==> src/rtl/alu_arbiter_if.sv <==
// Request/response bundle between two ALU requesters, the arbiter and the response consumer.
interface alu_arbiter_if;
  logic       req0_valid;
  logic       req0_ready;
  logic [3:0] req0_op;
  logic [7:0] req0_a;
  logic [7:0] req0_b;
  logic       req1_valid;
  logic       req1_ready;
  logic [3:0] req1_op;
  logic [7:0] req1_a;
  logic [7:0] req1_b;
  logic       rsp_valid;
  logic       rsp_ready;
  logic       rsp_id;
  logic [7:0] rsp_result;
  logic       rsp_zero;
  logic       rsp_illegal;
  logic       busy;

  modport master (
    output req0_valid, req0_op, req0_a, req0_b,
    output req1_valid, req1_op, req1_a, req1_b,
    output rsp_ready,
    input  req0_ready, req1_ready,
    input  rsp_valid, rsp_id, rsp_result, rsp_zero, rsp_illegal, busy
  );

  modport slave (
    input  req0_valid, req0_op, req0_a, req0_b,
    input  req1_valid, req1_op, req1_a, req1_b,
    input  rsp_ready,
    output req0_ready, req1_ready,
    output rsp_valid, rsp_id, rsp_result, rsp_zero, rsp_illegal, busy
  );
endinterface

==> src/rtl/alu_arbiter.sv <==
// Two-requester round-robin arbiter in front of a single-cycle 8-bit ALU.
//   state | meaning
//   IDLE  | waiting for a request; grant and capture happen here
//   EXEC  | ALU evaluates captured operands, result registered
//   RESP  | response presented until rsp_ready
module alu_arbiter #(
  parameter logic RR_INIT = 1'b0
) (
  input  logic         clk,
  input  logic         rst,
  alu_arbiter_if.slave bus
);

  typedef enum logic [1:0] {IDLE, EXEC, RESP} state_t;

  state_t     state;
  state_t     state_nxt;

  logic       ptr;
  logic       req_any;
  logic       gnt_id;
  logic       grant;

  logic       id_q;
  logic [3:0] op_q;
  logic [7:0] a_q;
  logic [7:0] b_q;

  logic [7:0] alu_res;
  logic       alu_ill;

  logic       rsp_id_q;
  logic [7:0] rsp_result_q;
  logic       rsp_zero_q;
  logic       rsp_illegal_q;

  logic       ready0;
  logic       ready1;

  // On a tie the requester other than the last winner is granted.
  always_comb begin
    req_any = bus.req0_valid | bus.req1_valid;
    if (bus.req0_valid && bus.req1_valid) begin
      gnt_id = ~ptr;
    end else begin
      gnt_id = bus.req1_valid;
    end
  end

  always_ff @(posedge clk) begin
    if (rst) begin
      state <= IDLE;
    end else begin
      state <= state_nxt;
    end
  end

  always_comb begin
    state_nxt = state;
    case (state)
      IDLE:    if (req_any) state_nxt = EXEC;
      EXEC:    state_nxt = RESP;
      RESP:    if (bus.rsp_ready) state_nxt = IDLE;
      default: state_nxt = IDLE;
    endcase
  end

  // Reset masks the combinational readys so nothing is accepted on a reset edge.
  always_comb begin
    grant  = 1'b0;
    ready0 = 1'b0;
    ready1 = 1'b0;
    if (state == IDLE && req_any && !rst) begin
      grant  = 1'b1;
      ready0 = ~gnt_id;
      ready1 = gnt_id;
    end
  end

  always_comb begin
    alu_res = 8'h00;
    alu_ill = 1'b0;
    case (op_q)
      4'h1:    alu_res = a_q + b_q;
      4'h2:    alu_res = a_q - b_q;
      4'h3:    alu_res = a_q & b_q;
      4'h4:    alu_res = a_q | b_q;
      4'h5:    alu_res = a_q ^ b_q;
      4'h6:    alu_res = ~a_q;
      4'h7:    alu_res = {a_q[6:0], 1'b0};
      4'h8:    alu_res = {1'b0, a_q[7:1]};
      4'hF:    alu_res = b_q;
      default: alu_ill = 1'b1;
    endcase
  end

  always_ff @(posedge clk) begin
    if (rst) begin
      ptr           <= RR_INIT;
      id_q          <= 1'b0;
      op_q          <= 4'h0;
      a_q           <= 8'h00;
      b_q           <= 8'h00;
      rsp_id_q      <= 1'b0;
      rsp_result_q  <= 8'h00;
      rsp_zero_q    <= 1'b1;
      rsp_illegal_q <= 1'b0;
    end else begin
      if (grant) begin
        ptr  <= gnt_id;
        id_q <= gnt_id;
        op_q <= gnt_id ? bus.req1_op : bus.req0_op;
        a_q  <= gnt_id ? bus.req1_a  : bus.req0_a;
        b_q  <= gnt_id ? bus.req1_b  : bus.req0_b;
      end
      // Payload only moves in EXEC, so it is frozen for the whole of RESP.
      if (state == EXEC) begin
        rsp_id_q      <= id_q;
        rsp_result_q  <= alu_res;
        rsp_zero_q    <= (alu_res == 8'h00);
        rsp_illegal_q <= alu_ill;
      end
    end
  end

  assign bus.req0_ready  = ready0;
  assign bus.req1_ready  = ready1;
  assign bus.rsp_valid   = (state == RESP);
  assign bus.busy        = (state != IDLE);
  assign bus.rsp_id      = rsp_id_q;
  assign bus.rsp_result  = rsp_result_q;
  assign bus.rsp_zero    = rsp_zero_q;
  assign bus.rsp_illegal = rsp_illegal_q;

endmodule

==> src/flat_wrapper.sv <==
// flat-port wrapper written by rule: the top's interface ports become plain ports
module alu_arbiter_flat 
#(
  parameter logic RR_INIT = 1'b0
)
  (clk, rst, bus_req0_valid, bus_req0_op, bus_req0_a, bus_req0_b, bus_req1_valid, bus_req1_op, bus_req1_a, bus_req1_b, bus_rsp_ready, bus_req0_ready, bus_req1_ready, bus_rsp_valid, bus_rsp_id, bus_rsp_result, bus_rsp_zero, bus_rsp_illegal, bus_busy);
  alu_arbiter_if bus_i ();
  input  logic clk;
  input  logic rst;
  input wire logic [$bits(bus_i.req0_valid)-1:0] bus_req0_valid;
  input wire logic [$bits(bus_i.req0_op)-1:0] bus_req0_op;
  input wire logic [$bits(bus_i.req0_a)-1:0] bus_req0_a;
  input wire logic [$bits(bus_i.req0_b)-1:0] bus_req0_b;
  input wire logic [$bits(bus_i.req1_valid)-1:0] bus_req1_valid;
  input wire logic [$bits(bus_i.req1_op)-1:0] bus_req1_op;
  input wire logic [$bits(bus_i.req1_a)-1:0] bus_req1_a;
  input wire logic [$bits(bus_i.req1_b)-1:0] bus_req1_b;
  input wire logic [$bits(bus_i.rsp_ready)-1:0] bus_rsp_ready;
  output wire logic [$bits(bus_i.req0_ready)-1:0] bus_req0_ready;
  output wire logic [$bits(bus_i.req1_ready)-1:0] bus_req1_ready;
  output wire logic [$bits(bus_i.rsp_valid)-1:0] bus_rsp_valid;
  output wire logic [$bits(bus_i.rsp_id)-1:0] bus_rsp_id;
  output wire logic [$bits(bus_i.rsp_result)-1:0] bus_rsp_result;
  output wire logic [$bits(bus_i.rsp_zero)-1:0] bus_rsp_zero;
  output wire logic [$bits(bus_i.rsp_illegal)-1:0] bus_rsp_illegal;
  output wire logic [$bits(bus_i.busy)-1:0] bus_busy;
  assign bus_i.req0_valid = bus_req0_valid;
  assign bus_i.req0_op = bus_req0_op;
  assign bus_i.req0_a = bus_req0_a;
  assign bus_i.req0_b = bus_req0_b;
  assign bus_i.req1_valid = bus_req1_valid;
  assign bus_i.req1_op = bus_req1_op;
  assign bus_i.req1_a = bus_req1_a;
  assign bus_i.req1_b = bus_req1_b;
  assign bus_i.rsp_ready = bus_rsp_ready;
  assign bus_req0_ready = bus_i.req0_ready;
  assign bus_req1_ready = bus_i.req1_ready;
  assign bus_rsp_valid = bus_i.rsp_valid;
  assign bus_rsp_id = bus_i.rsp_id;
  assign bus_rsp_result = bus_i.rsp_result;
  assign bus_rsp_zero = bus_i.rsp_zero;
  assign bus_rsp_illegal = bus_i.rsp_illegal;
  assign bus_busy = bus_i.busy;
  alu_arbiter #(.RR_INIT(RR_INIT)) u_core (.clk(clk), .rst(rst), .bus(bus_i));
endmodule
==> config.mk <==
export PLATFORM = sky130hd
export DESIGN_NAME = alu_arbiter_flat
export DESIGN_NICKNAME = d
export VERILOG_FILES = /design/src/rtl/alu_arbiter_if.sv /design/src/rtl/alu_arbiter.sv /design/src/flat_wrapper.sv
export SDC_FILE = /design/constraint.sdc
export NUM_CORES = 1
export LEC_CHECK = 0
export ABC_AREA = 1
export CAP_MARGIN = 25
export CORE_ASPECT_RATIO = 1.5
export CORE_MARGIN = 3
export CORE_UTILIZATION = 51
export CTS_BUF_LIST = sky130_fd_sc_hd__clkbuf_8 sky130_fd_sc_hd__clkbuf_16
export DETAILED_ROUTE_END_ITERATION = 10
export PLACE_DENSITY_LB_ADDON = 0.3
export SLEW_MARGIN = 20
export SYNTH_ARGS = -nofsm -noshare
export SYNTH_HDL_FRONTEND = slang
export SYNTH_SLANG_ARGS = --single-unit
==> constraint.sdc <==
create_clock -name clk -period 2.9 [get_ports clk]
set_input_delay 0.58 -clock clk [delete_from_list [all_inputs] [get_ports clk]]
set_output_delay 0.58 -clock clk [all_outputs]
set_load 0.05 [all_outputs]
### After elaboration in Yosys (flattened, before gate mapping)

Cells that the tools add are included.

| word-level totals | value |
|---|---|
| register bits after elaboration | 34 |
| bits of input ports | 45 |
| output and inout bits | 15 |
| logic and storage cells | 52 |

| cells by class | value |
|---|---|
| add/sub/neg operators | 2 |
| equal/unequal tests | 13 |
| muxes and demuxes | 12 |
| bitwise operators | 7 |
| reductions and logical operators | 9 |

Operators by type and width:

| cell | number |
|---|---|
| $pmux 8 s9 | 1 |
| $eq 4x3->1 const B | 4 |
| $mux 8 | 2 |
| $reduce_or 9->1 | 1 |
| $add 8x8->8 | 1 |
| $and 8x8->8 | 1 |
| $eq 4x2->1 const B | 2 |
| $eq 4x4->1 const B | 2 |
| $logic_not 8->1 | 1 |
| $not 8->8 | 1 |
| $or 8x8->8 | 1 |
| $sub 8x8->8 | 1 |
| $xor 8x8->8 | 1 |
| $pmux 2 s3 | 1 |
| $mux 1 | 5 |
| $eq 4x1->1 const B | 1 |
| $mux 2 | 2 |
| $mux 4 | 1 |
| $logic_and 1x1->1 | 3 |
| $eq 2x1->1 const B | 1 |
| $eq 2x2->1 const B | 1 |
| $logic_not 2->1 | 1 |
| $ne 2x1->1 const B | 1 |
| $ne 2x2->1 const B | 1 |
| 5 further kinds | 6 |

### Logic depth before layout (Yosys ltp)

| depth | value |
|---|---|
| depth after elaboration | 4 |
| depth in mapped cells | 18 |
| gate-level depth less buffers | 18 |

### Least setup slack after synthesis

No wires, ideal clock.

| timing | value |
|---|---|
| path type | reg2reg |
| start | register u_core.op_q[2] |
| end | register u_core.rsp_result_q[7] (netlist: u_core.bus.rsp_result[7]) |
| data arrival time | 2.133 ns |
| data required time | 2.784 ns |
| setup slack | 0.652 ns |
| stages on the path, launching flop included | 15 |
| period minus slack after synthesis | 2.248 ns |
| cell sequence | dfxtp_1 -> nor2_1 -> nand2_1 -> o31ai_1 -> xor2_1 -> inv_1 -> ha_1 -> a21oi_1 -> nand2_1 -> a21oi_1 -> nand3_1 -> nand3_1 -> nand2_1 -> o21ai_0 -> inv_1 |

| on the way | value |
|---|---|
| word-level cells in the longest chain between the ends | 2 |
| elaborated cells between the ends (all ways) | 10 |
| those cells by class | eq/ne: 9; mux: 1 |

Ends and longest elaborated chain:

| what | RTL line | RTL |
|---|---|---|
| start, declared | alu_arbiter.sv:25 | `logic [3:0] op_q;` |
| start signal, assigned | alu_arbiter.sv:112 | `op_q <= gnt_id ? bus.req1_op : bus.req0_op;` |
| $eq 4x4->1, or another cell as far along | alu_arbiter.sv:83 | `case (op_q)` |
| $pmux 8 s9 (*) | alu_arbiter.sv:83 |  |
| end signal, assigned | alu_arbiter.sv:119 | `rsp_result_q <= alu_res;` |
| end, declared | alu_arbiter.sv:33 | `logic [7:0] rsp_result_q;` |

Mark *: on every way between the ends. The rest lies on a longest branch, timed or not.
A chain may end at the register's enable or synchronous reset.

### Final worst setup path

| timing | value |
|---|---|
| start | register u_core.op_q[1] |
| end | register u_core.rsp_zero_q (netlist: u_core.bus.rsp_zero) |

| on the way | value |
|---|---|
| word-level cells in the longest chain between the ends | 3 |
| elaborated cells between the ends (all ways) | 11 |
| those cells by class | eq/ne: 9; mux: 1; reduce/logical: 1 |

Ends and longest elaborated chain:

| what | RTL line | RTL |
|---|---|---|
| $eq 4x4->1, or another cell as far along | alu_arbiter.sv:83 |  |
| $pmux 8 s9 (*) | alu_arbiter.sv:83 |  |
| $logic_not 8->1 (*) | alu_arbiter.sv:120 | `rsp_zero_q <= (alu_res == 8'h00);` |
| end signal, assigned | alu_arbiter.sv:120 |  |
| end, declared | alu_arbiter.sv:34 | `logic rsp_zero_q;` |

Marked as above.

==> results.py <==
metrics = {
    "sta": {
        "finClkSkew_ns": 0.00854,
        "rsz0062_at_grt": "false",
        "post-route-min-period_ns": 2.56,
        "tns_ns": 0,
        "slew_violations": 0,
        "period_share_pct": 88.1,
        "slew-limit-headroom_pct": 54.1,
        "hold_viol": 0,
        "fmax_mhz": 391,
        "setup_violations": 0,
        "worst_pin_slew_ns": 0.686,
    },
    "pwr": {
        "switchingPower_uw": 600,
        "sw_frac_of_total_pct": 38.9,
        "p_leak_uw": 0.00161,
        "power_density_nw_per_um2": 450,
        "ir_drop_mv": 0.317,
        "power_frac_seq_pct": 35.4,
        "power_frac_clock_pct": 23.6,
        "power_frac_comb_pct": 41.0,
        "p_int_uw": 944,
    },
    "cts": {
        "cts_setup_buffers": 0,
        "postCtsHoldBufs": 0,
        "clk_pin_slew_worst_paths_ns": 0.07,
        "cts_buffers": 5,
        "ctsResizeCount": 0,
        "clk_latency_ns": 0.29,
        "cts-root-buf": "clkbuf_8",
        "cts_num_sinks": 34,
        "cts_buffer_depth": 2,
        "cts_tree": "built",
        "h-tree-depth": 2,
    },
    "setup_path": {
        "arrival_ns": 2.79,
        "worst_path_most_repeated_cell": "nand3_1",
        "worstSetupEndpointType": "register",
        "worstPathCellList": "inv_1 -> nor2_4 -> nand2_1 -> nand2_1 -> xor2_1 -> ha_1 -> a21oi_1 -> nand3_1 -> nand3_1 -> nand3_1 -> nor2_1 -> nand3_1 -> nor2_1 -> nand3_1 -> nand2_1",
        "worst_path_max_delay_cell": "dfxtp_1",
        "start_kind": "register",
        "required_ns": 3.14,
        "slowest_delay_ns": 0.41,
        "path_class": "reg2reg",
        "path_max_fanout": 8,
    },
    "finish": {
        "antennaDiodeCount": 0,
        "drive_above_1_share_pct": 4.67,
        "area_delta_synth_final_pct": 30.0,
        "final_area_um2": 3430,
        "nNetsFinal": 562,
        "finalNonFillerCells": 559,
    },
    "placed_design": {
        "place_area_um2": 3340,
        "dp.cells": 551,
        "io_buffers": 59,
        "place.gp.congestion": 0.932,
        "dp_hpwl_um": 5790,
    },
    "yosys": {
        "synthTopCellsByArea": "dfxtp_1 (26%), nand2_1 (19%), ha_1 (11%), inv_1 (8.0%), nor2_1 (7.4%)",
        "synth_async_sr_flop_share_pct": 0,
        "synthDistinctLibCells": 32,
        "yosysWarnings": 0,
        "ys_seq_area_share_pct": 25.8,
        "synth_nets": 499,
        "synth-edff-count": 0,
        "yosys_register_bits": 34,
        "syn_area_um2": 2640,
        "postSynthAreaPerCell_um2": 6.15,
        "yosysTopAreaCell": "dfxtp_1",
        "synth.most_common_cell": "nand2_1",
        "synth_top_flop_cell": "dfxtp_1",
        "synth_cells": 429,
        "synth_top_cell_area_share_pct": 25.8,
        "synth_commonest_cells": "nand2_1 (134), inv_1 (56), nor2_1 (52)",
    },
    "drt": {
        "dr.first_iter.drc_count": 154,
        "viasPerCell": 5.28,
        "route.detailed.drc": 0,
        "vias": 2949,
        "drtAntennaViolNets": 0,
        "dr.pass1.iters": 4,
        "avgRoutedWirePerCell_um": 13.2,
        "wl_um": 7350,
    },
    "min_path": {
        "min_path_type": "reg2reg",
    },
    "run": {
        "max_cap_violations": 0,
    },
    "die": {
        "core_area_um2": 4930,
        "dieHeight_um": 94.1,
        "ios": 60,
        "start_util_pct": 53.6,
        "num_rows": 31,
        "die_w_um": 64.7,
        "dieArea_um2": 6090,
    },
    "global_routing": {
        "grt_max_degree": 31,
        "grt_antenna_before_repair": 0,
        "grt_overflow_total": 0,
        "grt_pass1_vias": 2810,
        "grt_pass1_wl_um": 12500,
        "grt_util_all_layers_pct": 25.9,
    },
    "run_status": {
        "status": "completed",
    },
}
-- power groups by stage --
stage | registers (µW) | logic [µW] | clock network [µW]
2_1_floorplan | 603 | 369 | 0
3_3_place_gp | 555 | 608 | 0
3_5_place_dp | 556 | 625 | 0
4_1_cts | 546 | 628 | 374
5_1_grt | 553 | 709 | 394
6_report | 547 | 632 | 365
-- cell families after synthesis --
family	after synthesis	share of synthesized area (%)
adders and majority gates	25	12.1
AOI/OAI and AO/OA	57	12.7
buffers and inverters	69	10.3
xor gates and xnor gates	6	1.99
and+or+nand+nor	238	37.1
DFF	34	25.8
-- critical path: cells and delay by family, from the launching register on --
family                     cells  cell delay, ns
and+or+nand+nor               11            1.25
DFF                            1            0.41
buffers and inverters          1            0.12
AOI/OAI and AO/OA              1            0.28
adders and majority gates      1            0.30
xor gates and xnor gates       1            0.15
-- cells in the final DEF (no fill, tap or decap), types with 2 or more instances in the layout --
cell	instances
a31oi_1	16
clkinv_1	2
nand4_1	5
xor2_1	5
clkbuf_8	6
nor3_1	4
nor2_1	52
ha_1	24
inv_1	56
nand2_1	134
clkdlybuf4s50_1	57
o211ai_1	2
a22oi_1	4
o2111ai_1	2
buf_12	2
dfxtp_1	34
buf_4	7
o21ai_0	12
a21oi_1	17
nor2_2	2
nand3_1	37
-- through the flow --
step           hold slack, ns  util (%)  setup slack [ns]  power (µW)
4_1_cts                 0.472      69.6             0.380        1550
2_1_floorplan           0.454         -             0.652         972
3_3_place_gp            0.465      67.7             0.440        1160
3_5_place_dp            0.463      67.7             0.399        1180
6_report                0.468      69.6             0.345        1540
5_1_grt                 0.521      69.6             0.103        1660
-- layout make-up --
cell class | instances | area [µm²]
flip-flops and latches | 34 | 681
fillers | 424 | 1500
well taps | 66 | 82.6
inverters | 59 | 221
repair buffers | 66 | 663
clock inverters | 2 | 12.5
multi-input cells | 326 | 1690
clock buffers | 6 | 82.6
-- path summary, 6_finish.rpt --
path | start | end | slack, ns | depth (start not counted)
setup / recovery | u_core.op_q[1]$_SDFFE_PP0P_ | u_core.bus.rsp_zero$_SDFFE_PP1N_ | 0.34 | 15
hold / removal | u_core.bus.rsp_illegal$_SDFFE_PP0N_ | u_core.bus.rsp_illegal$_SDFFE_PP0N_ | 0.47 | 2
setup reg to reg | u_core.op_q[1]$_SDFFE_PP0P_ | u_core.bus.rsp_zero$_SDFFE_PP1N_ | 0.34 | 15
hold reg to reg | u_core.bus.rsp_illegal$_SDFFE_PP0N_ | u_core.bus.rsp_illegal$_SDFFE_PP0N_ | 0.47 | 2
-- sequential cells by signal (all words and copies together) (netlist names) --
| register | flops |
|---|---|
| u_core.a_q | 8 |
| u_core.op_q | 4 |
| u_core.ptr | 1 |
| u_core.bus.rsp_id | 1 |
| u_core.bus.rsp_result | 8 |
| u_core.b_q | 8 |
| u_core.state | 2 |
| u_core.bus.rsp_zero | 1 |
| u_core.bus.rsp_illegal | 1 |
-- layer usage --
metal / routed length, µm / GRT usage [%] / part of all wire (%) / vias to the layer above
met5: 0 / 0 / 0 / -
met4: 302 / 13.9 / 4.1 / 0
met1: 3050 / 30.4 / 41 / 1312
met3: 402 / 3.47 / 5.5 / 24
li1: - / - / - / 1500
met2: 3600 / 44.8 / 49 / 113
Power figures use the tool's default switching activity.
